==> src/rtl/t04_mul_controller_if.sv <==
// Bundle of requester and shared-multiplier signals for t04_mul_controller.
// The controller connects through the slave modport; the environment uses master.
interface t04_mul_controller_if;
  logic        req0;
  logic        req1;
  logic [31:0] a0;
  logic [31:0] b0;
  logic [31:0] a1;
  logic [31:0] b1;
  logic        done0;
  logic        done1;
  logic [31:0] result;
  logic        busy;
  logic        mul_start;
  logic [31:0] mul_a;
  logic [31:0] mul_b;
  logic [31:0] mul_product;
  logic        mul_ack;

  modport slave (
    input  req0, req1, a0, b0, a1, b1, mul_product, mul_ack,
    output done0, done1, result, busy, mul_start, mul_a, mul_b
  );

  modport master (
    output req0, req1, a0, b0, a1, b1, mul_product, mul_ack,
    input  done0, done1, result, busy, mul_start, mul_a, mul_b
  );
endinterface

==> src/rtl/t04_mul_controller.sv <==
// Two-requester 32x32 (low 32 bits) multiply controller that builds each product
// from up to three passes through a shared 16x16 shift-add multiplier.
module t04_mul_controller (
  input  logic                       clk,
  input  logic                       rst,
  t04_mul_controller_if.slave        bus
);

  typedef enum logic [1:0] {
    S_IDLE,
    S_ISSUE,
    S_WAIT,
    S_DONE
  } state_t;

  state_t      state_q, state_d;
  logic [1:0]  pass_q, pass_d;
  logic        grant_q, grant_d;
  logic        last_q, last_d;
  logic [31:0] a_q, a_d;
  logic [31:0] b_q, b_d;
  logic [31:0] acc_q, acc_d;
  logic [31:0] result_q, result_d;
  logic        done0_q, done0_d;
  logic        done1_q, done1_d;

  logic        pick;
  logic [15:0] op_a;
  logic [15:0] op_b;
  logic [31:0] addend;
  logic [31:0] sum;
  logic        has_next;
  logic [1:0]  next_pass;

  // last_q holds the most recent grant; it resets to 1 so requester 0 wins the first tie.
  assign pick = (bus.req0 & bus.req1) ? ~last_q : bus.req1;

  always_comb begin
    op_a = 16'h0000;
    op_b = 16'h0000;
    case (pass_q)
      2'd0: begin
        op_a = a_q[15:0];
        op_b = b_q[15:0];
      end
      2'd1: begin
        op_a = a_q[15:0];
        op_b = b_q[31:16];
      end
      2'd2: begin
        op_a = a_q[31:16];
        op_b = b_q[15:0];
      end
      default: begin
        op_a = 16'h0000;
        op_b = 16'h0000;
      end
    endcase
  end

  // Cross terms land 16 bits up; anything above bit 31 is discarded.
  assign addend = (pass_q == 2'd0) ? bus.mul_product
                                   : {bus.mul_product[15:0], 16'h0000};
  assign sum    = acc_q + addend;

  always_comb begin
    has_next  = 1'b0;
    next_pass = 2'd0;
    case (pass_q)
      2'd0: begin
        if (b_q[31:16] != 16'h0000) begin
          has_next  = 1'b1;
          next_pass = 2'd1;
        end else if (a_q[31:16] != 16'h0000) begin
          has_next  = 1'b1;
          next_pass = 2'd2;
        end
      end
      2'd1: begin
        if (a_q[31:16] != 16'h0000) begin
          has_next  = 1'b1;
          next_pass = 2'd2;
        end
      end
      default: begin
        has_next  = 1'b0;
        next_pass = 2'd0;
      end
    endcase
  end

  always_comb begin
    state_d  = state_q;
    pass_d   = pass_q;
    grant_d  = grant_q;
    last_d   = last_q;
    a_d      = a_q;
    b_d      = b_q;
    acc_d    = acc_q;
    result_d = result_q;
    done0_d  = 1'b0;
    done1_d  = 1'b0;
    case (state_q)
      S_IDLE: begin
        if (bus.req0 | bus.req1) begin
          grant_d = pick;
          last_d  = pick;
          a_d     = pick ? bus.a1 : bus.a0;
          b_d     = pick ? bus.b1 : bus.b0;
          acc_d   = 32'h0000_0000;
          pass_d  = 2'd0;
          state_d = S_ISSUE;
        end
      end
      S_ISSUE: begin
        state_d = S_WAIT;
      end
      S_WAIT: begin
        if (bus.mul_ack) begin
          acc_d = sum;
          if (has_next) begin
            pass_d  = next_pass;
            state_d = S_ISSUE;
          end else begin
            result_d = sum;
            done0_d  = ~grant_q;
            done1_d  = grant_q;
            state_d  = S_DONE;
          end
        end
      end
      S_DONE: begin
        state_d = S_IDLE;
      end
      default: begin
        state_d = S_IDLE;
      end
    endcase
  end

  always_ff @(posedge clk or posedge rst) begin
    if (rst) begin
      state_q  <= S_IDLE;
      pass_q   <= 2'd0;
      grant_q  <= 1'b0;
      last_q   <= 1'b1;
      a_q      <= 32'h0000_0000;
      b_q      <= 32'h0000_0000;
      acc_q    <= 32'h0000_0000;
      result_q <= 32'h0000_0000;
      done0_q  <= 1'b0;
      done1_q  <= 1'b0;
    end else begin
      state_q  <= state_d;
      pass_q   <= pass_d;
      grant_q  <= grant_d;
      last_q   <= last_d;
      a_q      <= a_d;
      b_q      <= b_d;
      acc_q    <= acc_d;
      result_q <= result_d;
      done0_q  <= done0_d;
      done1_q  <= done1_d;
    end
  end

  // Operands are only presented while a pass is in flight, so they read 0 when idle.
  assign bus.busy      = (state_q != S_IDLE);
  assign bus.mul_start = (state_q == S_ISSUE);
  assign bus.mul_a     = ((state_q == S_ISSUE) || (state_q == S_WAIT)) ? {16'h0000, op_a} : 32'h0000_0000;
  assign bus.mul_b     = ((state_q == S_ISSUE) || (state_q == S_WAIT)) ? {16'h0000, op_b} : 32'h0000_0000;
  assign bus.done0     = done0_q;
  assign bus.done1     = done1_q;
  assign bus.result    = result_q;

endmodule

==> src/flat_wrapper.sv <==
// flat-port wrapper written by rule: the top's interface ports become plain ports
module t04_mul_controller_flat 
  (clk, rst, bus_req0, bus_req1, bus_a0, bus_b0, bus_a1, bus_b1, bus_mul_product, bus_mul_ack, bus_done0, bus_done1, bus_result, bus_busy, bus_mul_start, bus_mul_a, bus_mul_b);
  t04_mul_controller_if bus_i ();
  input  logic clk;
  input  logic rst;
  input wire logic [$bits(bus_i.req0)-1:0] bus_req0;
  input wire logic [$bits(bus_i.req1)-1:0] bus_req1;
  input wire logic [$bits(bus_i.a0)-1:0] bus_a0;
  input wire logic [$bits(bus_i.b0)-1:0] bus_b0;
  input wire logic [$bits(bus_i.a1)-1:0] bus_a1;
  input wire logic [$bits(bus_i.b1)-1:0] bus_b1;
  input wire logic [$bits(bus_i.mul_product)-1:0] bus_mul_product;
  input wire logic [$bits(bus_i.mul_ack)-1:0] bus_mul_ack;
  output wire logic [$bits(bus_i.done0)-1:0] bus_done0;
  output wire logic [$bits(bus_i.done1)-1:0] bus_done1;
  output wire logic [$bits(bus_i.result)-1:0] bus_result;
  output wire logic [$bits(bus_i.busy)-1:0] bus_busy;
  output wire logic [$bits(bus_i.mul_start)-1:0] bus_mul_start;
  output wire logic [$bits(bus_i.mul_a)-1:0] bus_mul_a;
  output wire logic [$bits(bus_i.mul_b)-1:0] bus_mul_b;
  assign bus_i.req0 = bus_req0;
  assign bus_i.req1 = bus_req1;
  assign bus_i.a0 = bus_a0;
  assign bus_i.b0 = bus_b0;
  assign bus_i.a1 = bus_a1;
  assign bus_i.b1 = bus_b1;
  assign bus_i.mul_product = bus_mul_product;
  assign bus_i.mul_ack = bus_mul_ack;
  assign bus_done0 = bus_i.done0;
  assign bus_done1 = bus_i.done1;
  assign bus_result = bus_i.result;
  assign bus_busy = bus_i.busy;
  assign bus_mul_start = bus_i.mul_start;
  assign bus_mul_a = bus_i.mul_a;
  assign bus_mul_b = bus_i.mul_b;
  t04_mul_controller u_core (.clk(clk), .rst(rst), .bus(bus_i));
endmodule
==> config.mk <==
export PLATFORM = sky130hd
export DESIGN_NAME = t04_mul_controller_flat
export DESIGN_NICKNAME = d
export VERILOG_FILES = /design/src/rtl/t04_mul_controller_if.sv /design/src/rtl/t04_mul_controller.sv /design/src/flat_wrapper.sv
export SDC_FILE = /design/constraint.sdc
export NUM_CORES = 1
export LEC_CHECK = 0
export CAP_MARGIN = 25
export CORE_UTILIZATION = 45
export DETAILED_ROUTE_END_ITERATION = 8
export GPL_TIMING_DRIVEN = 0
export PLACE_DENSITY = 0.77
export REMOVE_ABC_BUFFERS = 1
export SKIP_LAST_GASP = 1
export SLEW_MARGIN = 40
export SYNTH_ARGS = -nofsm -noshare
export SYNTH_HDL_FRONTEND = slang
export SYNTH_SLANG_ARGS = --single-unit
==> constraint.sdc <==
create_clock -name clk -period 5.23 [get_ports clk]
set_clock_uncertainty 0.05 [all_clocks]
set_input_delay 1.046 -clock clk [delete_from_list [all_inputs] [get_ports clk]]
set_output_delay 1.046 -clock clk [all_outputs]
set_load 0.1 [all_outputs]
==> results.toml, run 1 <==
[outcome]
outcome = "finished, final reports clean"

[sta]
timing.slew.headroom_pct = 45.57
setup_violations = 0
period_share_pct = 84.68
fin_hold_ws_ns = 0.4208
rsz0062_at_grt = "false"
final.min_clock_period_ns = 4.429
worst_pin_slew_ns = 0.8164
finalHoldViolations = 0
finalMaxSlewViolations = 0
max_freq_mhz = 225.8

[floorplan]
dieWidth_um = 140.7
initial_utilization_pct = 46.15
rows = 50
core_area_um2 = 18770
io_pins = 265
die_area_um2 = 19800
die_h_um = 140.7

[grt]
antenna_found_initial = 0
grt.overflow.total = 0
grt_first_pass_wirelength_mm = 37.40
grt.total_usage_pct = 24.15
grt_pass1_vias = 7349
grt_max_degree = 58

[power_and_ir_drop]
pwr-share-clk_pct = 16.0
seqPwrFrac_pct = 22.1
p_sw_mw = 4.408
p_int_mw = 3.685
vdd_drop_max_mv = 0.3539
comb_power_share_pct = 61.9
power_leakage_nw = 5.470
swShare_pct = 54.47
power.density_nw_per_um2 = 704.9
finalPower_mw = 8.093

[critical_path]
critPathMaxFanout = 19
cp-start-kind = "flip-flop"
crit_path_start = "u_core.pass_q[0]"
r2r_setup_slack_ns = 0.80
ff2ff_path_depth = 13
endpoint = "u_core.bus.result[26]"
timing.rr.start = "u_core.pass_q[0]"
worstReg2RegEnd = "u_core.bus.result[26]"
required_ns = 5.49
end_kind = "flip-flop"
arrival_ns = 4.69
critPathKind = "flip-flop to flip-flop"

[logic_synthesis]
synth_top_area_share_pct = 39.01
syn_area_um2 = 8661
synth_area_leaders = "dfrtp_1, mux2i_1, nand2_1"
synthFlopType = "dfrtp_1"
synth_edf_count = 0
ys_seq_elements = 136
syn_inst = 981
async_flop_share_pct = 100.0
syn_area_per_cell_um2 = 8.829
synth.distinct_cells = 56
ys.warnings.count = 0
yosys.area.top_type = "dfrtp_1"
ys_seq_area_share_pct = 39.31

[clocking]
cts_hold_buf = 0
clk_pin_slew_ns = 0.06
root_buffer = "clkbuf_16"
cts_tree = "done"
cts-htree-levels = 4
cts.path.max_buffers = 2
insertion_delay_ns = 0.43
cts_sinks = 136
postCtsSetupRepairBufs = 0
post_cts_resized = 0
cts_made_buffers = 17

[finish]
finish.utilization_pct = 61.17
finalNetCount = 1383
instances_no_fill = 1429
areaGrowthSynthToFinish_pct = 32.56
design_area_um2 = 11480
drive_gt1_share_pct = 12.81

[place]
port_buffers = 232
placed_area_um2 = 10840
gp_congestion = 0.8897
dp_cells = 1396
dpl.hpwl_mm = 17.42

[job]
drv_cap = 0

[routing]
ant_nets = 0
drtPass1Iterations = 5
routed_wl_mm = 23.59
drc = 0
avgRoutedWirePerCell_um = 16.51
drt_iter0_markers = 473
vias_per_cell = 5.395
vias = 7709

[min_path]
hp-class = "flip-flop to flip-flop"
-- metal layers --
metal	global-route usage (%)	wire length, um	up-vias
met2	40.85	11680	263
li1	-	-	3761
met3	4.654	1362	28
met5	0	0	-
met1	30.65	10110	3657
met4	8.982	441	0
-- power groups by stage --
stage               clock (mW)  sequential (mW)  combinational [mW]
finish                    1.30             1.78                5.01
global placement             0             1.78                5.19
CTS                       1.32             1.78                5.01
detailed placement           0             1.80                4.98
floorplan                    0             2.22                3.52
global route              1.37             1.84                5.34
-- synthesized netlist by cell type, types with 3 or more instances --
cell,count
nor2_1,47
o21bai_1,3
a22o_1,29
dfrtp_1,135
nand4_1,10
inv_1,11
a21oi_1,72
o21a_1,4
nor4_1,8
or3_1,6
buf_1,4
nor3_1,6
a21o_1,13
clkbuf_1,53
o311ai_0,3
mux2i_1,68
nand3_1,12
a211o_1,3
and3_1,4
ha_1,36
xnor2_1,20
nand2_1,166
buf_4,32
nand2b_1,3
mux2_2,24
and2_1,20
nor2b_1,52
buf_2,5
a31oi_1,3
xor2_1,9
o21ai_0,91
-- through the flow --
| step | TNS [ns] | setup WS (ns) |
|---|---|---|
| 4_1_cts | 0 | 0.8160 |
| 2_1_floorplan | -232.11 | -3.577 |
| 5_1_grt | 0 | 0.6148 |
| 3_3_place_gp | -584.60 | -6.529 |
| 3_5_place_dp | 0 | 0.7482 |
| 6_report | 0 | 0.8013 |
-- critical path, stage by stage (launching register included) --
cell	delay, ns
dfrtp_1	0.87
nor2_4	0.25
buf_8	0.24
and2_1	0.16
ha_1	0.23
fa_1	0.47
a211oi_2	0.31
o21ai_1	0.14
a21oi_2	0.26
o41ai_1	0.19
a221o_1	0.46
a221oi_2	0.29
xnor2_1	0.12
mux2_2	0.27
-- sequential cells by signal, summed over array words and instances (netlist names) --
signal             cells
u_core.b_q            32
u_core.bus.done1       1
u_core.pass_q          2
u_core.last_q          1
u_core.a_q            32
u_core.state_q         2
u_core.grant_q         1
u_core.bus.result     32
u_core.acc_q          32
u_core.bus.done0       1
-- cell families (layout without fill, tap and decap cells) --
family	count (synthesis)	after routing	synth area share, %
buffers and inverters	106	288	6.053
multiplexers	92	92	10.98
AND/OR/NAND/NOR	337	337	17.96
flip-flops	136	136	39.31
AO/OA/AOI/OAI	243	243	17.29
XOR/XNOR	29	29	2.933
adder cells (fa/ha/maj)	37	37	5.432
other	1	33	0.04330
-- layout by cell type (no fill, tap or decap), types with 6 or more instances in the layout --
| master | instances |
|---|---|
| buf_8 | 9 |
| or3_1 | 6 |
| nand3_1 | 11 |
| nor2b_1 | 51 |
| o21ai_0 | 90 |
| mux2i_1 | 68 |
| and2_1 | 20 |
| mux2_2 | 24 |
| buf_2 | 68 |
| ha_1 | 35 |
| a22o_1 | 29 |
| nand4_1 | 10 |
| conb_1 | 32 |
| dfrtp_1 | 134 |
| xnor2_1 | 20 |
| nand2_1 | 166 |
| nor4_1 | 8 |
| inv_1 | 10 |
| a21o_1 | 13 |
| a21oi_1 | 72 |
| xor2_1 | 9 |
| clkdlybuf4s50_1 | 164 |
| nor2_1 | 46 |
| nor3_1 | 6 |
| clkbuf_16 | 17 |
-- area by class of cell --
| cell class | count | area (um2) |
|---|---|---|
| fill | 1635 | 7287 |
| multi-input combinational | 770 | 4892 |
| sequential | 136 | 3406 |
| timing repair buffer | 244 | 2200 |
| clock buffer | 20 | 446.7 |
| tap | 234 | 292.8 |
| clock inverter | 12 | 188.9 |
| inverter | 12 | 52.55 |
| antenna | 1 | 2.502 |
-- worst min path at each step --
stage / to / cells past startpoint / start
after global routing: u_core.bus.result[6] / 2 / u_core.bus.result[6]
after global placement: u_core.a_q[7] / 2 / u_core.a_q[7]
final: u_core.bus.result[4] / 2 / u_core.bus.result[4]
after floorplan: u_core.bus.done0 / 1 / u_core.grant_q
after detailed placement: u_core.bus.result[13] / 2 / u_core.bus.result[13]
after CTS: u_core.bus.result[13] / 2 / u_core.bus.result[13]
(Power assumes the default switching activity.)
==> run 2: changes to the inputs <==
Settings changed: CORE_UTILIZATION 45 to 43.
Clock period 5.23 ns to 4 ns, I/O delays scaled along.
==> run 2 against run 1 <==
Compared with the run above: critical path depth shrank 1; die area grew 4.6%; routed wire length shrank 0.66%; design area grew 0.75%; count of clock-buffer cells in the layout shrank 2; via count shrank 0.18%; register-to-register slack lost 0.51 ns.
==> results.toml, run 2 (same netlist as run 1, synthesis figures left out) <==
[critical_path]
endpoint = "u_core.bus.result[26]"
critPathKind = "input port to flip-flop"
arrival_ns = 4.06
crit_cells = 12
crit_path_start = "bus_mul_product[0]"
slowest_stage = "fa_1"
end_kind = "flip-flop"
critPathMaxFanout = 3
max_stage_delay_ns = 0.47
cpLargestDelayFamily = "compound AO/OA/AOI/OAI gates"
cp_num_buf_inv = 1
cp-start-kind = "input port"
worstReg2RegEnd = "u_core.bus.result[26]"
r2r_setup_slack_ns = 0.29
required_ns = 4.26
crit_chain = "clkdlybuf4s50_1 -> and2_1 -> ha_1 -> fa_1 -> a211oi_2 -> o21ai_1 -> a21oi_2 -> o41ai_2 -> a221o_1 -> a221oi_2 -> xnor2_1 -> mux2_2"
timing.rr.start = "u_core.pass_q[1]"
ff2ff_path_depth = 13

[floorplan]
dieWidth_um = 143.9
initial_utilization_pct = 44.21
die_area_um2 = 20710
die_h_um = 143.9
io_pins = 265
core_area_um2 = 19590
rows = 51

[sta]
setup_violations = 0
period_share_pct = 94.93
fin_ws_ns = 0.2029
worst_pin_slew_ns = 0.7292
rsz0062_at_grt = "false"
finalMaxSlewViolations = 0
max_freq_mhz = 263.4
final.min_clock_period_ns = 3.797
timing.slew.headroom_pct = 51.39
finalHoldViolations = 0

[clocking]
cts.path.max_buffers = 2
cts-htree-levels = 4
cts_tree = "done"
cts_hold_buf = 0
cts_made_buffers = 17
clk_pin_slew_ns = 0.06
cts_sinks = 136
insertion_delay_ns = 0.42
root_buffer = "clkbuf_16"

[power_and_ir_drop]
vdd_drop_max_mv = 0.4806
power_leakage_nw = 5.508
power.density_nw_per_um2 = 917.7
finalPower_mw = 10.62

[routing]
vias = 7695
routed_wl_mm = 23.43
drc = 0
drt_iter0_markers = 445
vias_per_cell = 5.253
ant_nets = 0
avgRoutedWirePerCell_um = 15.99
drtPass1Iterations = 6

[finish]
final_cell_mix = "nand2_1, clkdlybuf4s50_1, dfrtp_1"
finish.utilization_pct = 59.05
multiInputGateArea_um2 = 4897
finalNetCount = 1389
areaGrowthSynthToFinish_pct = 33.56
drive_gt1_share_pct = 13.50
ff_latch_area_um2 = 3412
fill_cells = 1776
antenna_cells = 0
design_area_um2 = 11570
layout_commonest_cell = "nand2_1"

[grt]
grt.total_usage_pct = 23.17
grt_max_degree = 79
grt_pass1_vias = 7412
grt.overflow.total = 0
grt_first_pass_wirelength_mm = 37.14
antenna_found_initial = 0

[place]
preCtsSetupSlack_ns = -0.3294
placed_area_um2 = 10880
dpl.hpwl_mm = 17.46
gp_congestion = 0.8918
port_buffers = 232

[job]
drv_cap = 0

[outcome]
outcome = "finished, final reports clean"

[min_path]
hp-class = "flip-flop to flip-flop"
[run 2: through the flow]
stage	setup TNS (ns)	cells	hold WS (ns)
after floorplan	-363.63	918	0.3676
after global placement	-874.19	1415	0.3976
after detailed placement	-1.353	1428	0.3980
after CTS	0	1461	0.4060
after global routing	0	1465	0.4419
final	0	1465	0.4086
[run 2: worst min-delay path by stage]
stage | start | endpoint | slack [ns] | cells past startpoint
floorplan | u_core.grant_q | u_core.bus.done0 | 0.37 | 1
detailed placement | u_core.grant_q | u_core.bus.done0 | 0.40 | 1
global placement | u_core.grant_q | u_core.bus.done0 | 0.40 | 1
finish | u_core.grant_q | u_core.bus.done0 | 0.41 | 1
global route | u_core.grant_q | u_core.bus.done0 | 0.44 | 1
CTS | u_core.grant_q | u_core.bus.done0 | 0.41 | 1
[run 2: layer usage]
layer  GRT usage (%)  wire length (um)  vias to the layer above
met2           39.18             11580                      270
met1           29.17              9937                     3624
met4           8.287               469                        0
met5               0                 0                        -
met3           4.665              1449                       33
li1                -                 -                     3768
[run 2: final cells by class]
class | instances | area share, %
repair buffers | 250 | 19.53
inverters | 12 | 0.4543
flip-flops and latches | 136 | 29.50
well taps | 265 | 2.866
multi-input cells | 770 | 42.34
clock buffers | 18 | 3.797
clock inverters | 14 | 1.514
[run 2: report_power, final]
part / total, mW / switching, mW / internal [mW]
registers: 2.27 / 0.354 / 1.92
logic: 6.70 / 4.78 / 1.91
clock network: 1.65 / 0.683 / 0.966
[run 2: timing repair]
item | CTS | global route
buffers inserted | 1 | 4
resized for setup | 4 | 0
setup endpoints to repair | 11 | 5
pin swaps | 0 | 1
[run 2: worst reg2reg max path, cell delays in order, from the launching register on]
cell and delay [ns]:
dfrtp_4 0.45, nor2_4 0.08, buf_16 0.16, and2_1 0.17
ha_1 0.23, fa_1 0.48, a211oi_2 0.32, o21ai_1 0.14
a21oi_2 0.25, o41ai_2 0.17, a221o_1 0.43, a221oi_2 0.28
xnor2_1 0.12, mux2_2 0.27
==> run 3: changes to the inputs <==
Settings changed: CORE_UTILIZATION 43 to 45, CTS_CLUSTER_SIZE from default to 8.
Clock period 4 ns to 4.43 ns, I/O delays scaled along.
==> run 3 against run 2 <==
Compared with the run above: worst hold slack better by 0.012 ns; critical endpoint unchanged; count of clock-buffer cells in the layout up 2; core utilization increased by 2.2 points; total power shrank 9.9%; register-to-register slack got worse by 0.02 ns; routed wire length increased by 0.55%; highest routed layer unchanged; via count up 0.22%; die area fell by 4.4%.
==> results.toml, run 3 (same netlist as run 1, synthesis figures left out) <==
[sta]
timing.slew.headroom_pct = 49.03
timing.setup.tns_ns = 0
setup_violations = 0
rsz0062_at_grt = "false"
max_freq_mhz = 240.6
finalHoldViolations = 0
period_share_pct = 93.83
final.min_clock_period_ns = 4.157
worst_pin_slew_ns = 0.7645
finalMaxSlewViolations = 0

[routing]
ant_nets = 0
vias = 7712
routed_wl_mm = 23.56
drt_iter0_markers = 508
drc = 0
drtPass1Iterations = 5
vias_per_cell = 5.397
avgRoutedWirePerCell_um = 16.49

[clocking]
cts.path.max_buffers = 2
root_buffer = "clkbuf_16"
cts-htree-levels = 4
cts_sinks = 136
clk_pin_slew_ns = 0.06
post_cts_resized = 0
postCtsSetupRepairBufs = 0
cts_tree = "done"
cts_hold_buf = 0
cts_made_buffers = 17
insertion_delay_ns = 0.42

[grt]
grt_first_pass_wirelength_mm = 37.40
grt.total_usage_pct = 24.15
antenna_found_initial = 0
grt_pass1_vias = 7349
grt_max_degree = 58
grt.overflow.total = 0

[finish]
layout_commonest_cell = "nand2_1"
drive_gt1_share_pct = 12.98
multiInputGateArea_um2 = 4900
instances_no_fill = 1429
final_cell_mix = "nand2_1, clkdlybuf4s50_1, dfrtp_1"
ff_latch_area_um2 = 3410
fill_cells = 1630
finalNetCount = 1383
finish.utilization_pct = 61.23
areaGrowthSynthToFinish_pct = 32.69

[critical_path]
worstReg2RegEnd = "u_core.bus.result[26]"
slowest_stage = "dfrtp_4"
end_kind = "flip-flop"
ff2ff_path_depth = 13
max_stage_delay_ns = 0.71
crit_chain = "nor2_4 -> buf_8 -> and2_1 -> ha_1 -> fa_1 -> a211oi_2 -> o21ai_1 -> a21oi_2 -> o41ai_2 -> a221o_1 -> a221oi_2 -> xnor2_1 -> mux2_2"
arrival_ns = 4.41
required_ns = 4.69
timing.rr.start = "u_core.pass_q[1]"
cp_num_buf_inv = 1
cpLargestDelayFamily = "compound AO/OA/AOI/OAI gates"
r2r_setup_slack_ns = 0.27
crit_path_start = "u_core.pass_q[1]"
cp-start-kind = "flip-flop"
critPathMaxFanout = 36
critPathKind = "flip-flop to flip-flop"

[floorplan]
rows = 50
initial_utilization_pct = 46.15
core_area_um2 = 18770
die_area_um2 = 19800
io_pins = 265
die_h_um = 140.7
dieWidth_um = 140.7

[job]
drv_cap = 0

[outcome]
outcome = "finished, final reports clean"

[min_path]
min_to = "u_core.bus.result[4]"
hp-class = "flip-flop to flip-flop"
hold_depth = 2
worst_hold_startpoint = "u_core.bus.result[4]"

[place]
port_buffers = 232
gp_congestion = 0.8897
dp_cells = 1396
dpl.hpwl_mm = 17.42

[power_and_ir_drop]
power.density_nw_per_um2 = 832.0
vdd_drop_max_mv = 0.4177
power_leakage_nw = 5.473
finalPower_mw = 9.562
## run 3: cell count changes in the layout (fill, tap and decap cells not counted), moves of 2 or more
cell,delta
buf_4,-3
buf_8,-3
bufinv_16,+2
clkbuf_1,+2
clkinv_4,+2
inv_6,-3
inv_8,-4
## run 3: metal layers
layer | global-route usage, % | vias to the layer above | share of wire [%]
met1 | 30.65 | 3652 | 43
met2 | 40.85 | 270 | 50
met5 | 0 | - | 0
li1 | - | 3761 | -
met3 | 4.654 | 29 | 6.0
met4 | 8.982 | 0 | 1.9
## run 3: report_power, final
group          leakage [nW]  switching [mW]  internal (mW)
combinational          3.41            4.26           1.66
clock                 0.306           0.564          0.966
sequential             1.76           0.381           1.73
## run 3: stage by stage
| stage | setup slack (ns) | cell area (um2) | hold WS (ns) |
|---|---|---|---|
| 3_5_place_dp | 0.05705 | 10840 | 0.4119 |
| 4_1_cts | 0.01600 | 11480 | 0.4268 |
| 3_3_place_gp | -7.169 | 10910 | 0.4039 |
| 6_report | 0.2734 | 11490 | 0.4208 |
| 5_1_grt | 0.08251 | 11490 | 0.4476 |
| 2_1_floorplan | -4.217 | 8298 | 0.3676 |
## run 3: how the worst max path moves through the flow
stage	to	cells past startpoint
CTS	u_core.bus.result[26]	13
floorplan	u_core.a_q[0]	3
detailed placement	u_core.bus.result[26]	13
finish	u_core.bus.result[26]	13
global route	u_core.bus.result[26]	13
global placement	u_core.b_q[17]	4
## run 3: worst reg2reg max path: cells and delay by family, from the launching register on
kind | cells | cell delay (ns)
AND/OR/NAND/NOR | 2 | 0.36
XOR/XNOR | 1 | 0.12
multiplexers | 1 | 0.27
buffers and inverters | 1 | 0.22
AO/OA/AOI/OAI | 6 | 1.62
adder cells (fa/ha/maj) | 2 | 0.70
flip-flops | 1 | 0.71
## run 3: layout make-up
| class | instances | share of cell area, % |
|---|---|---|
| inverter | 12 | 0.4573 |
| antenna | 1 | 0.02177 |
| sequential | 136 | 29.67 |
| clock inverter | 12 | 1.644 |
| clock buffer | 20 | 3.887 |
| tap | 234 | 2.548 |
| timing repair buffer | 244 | 19.14 |
| multi-input combinational | 770 | 42.63 |
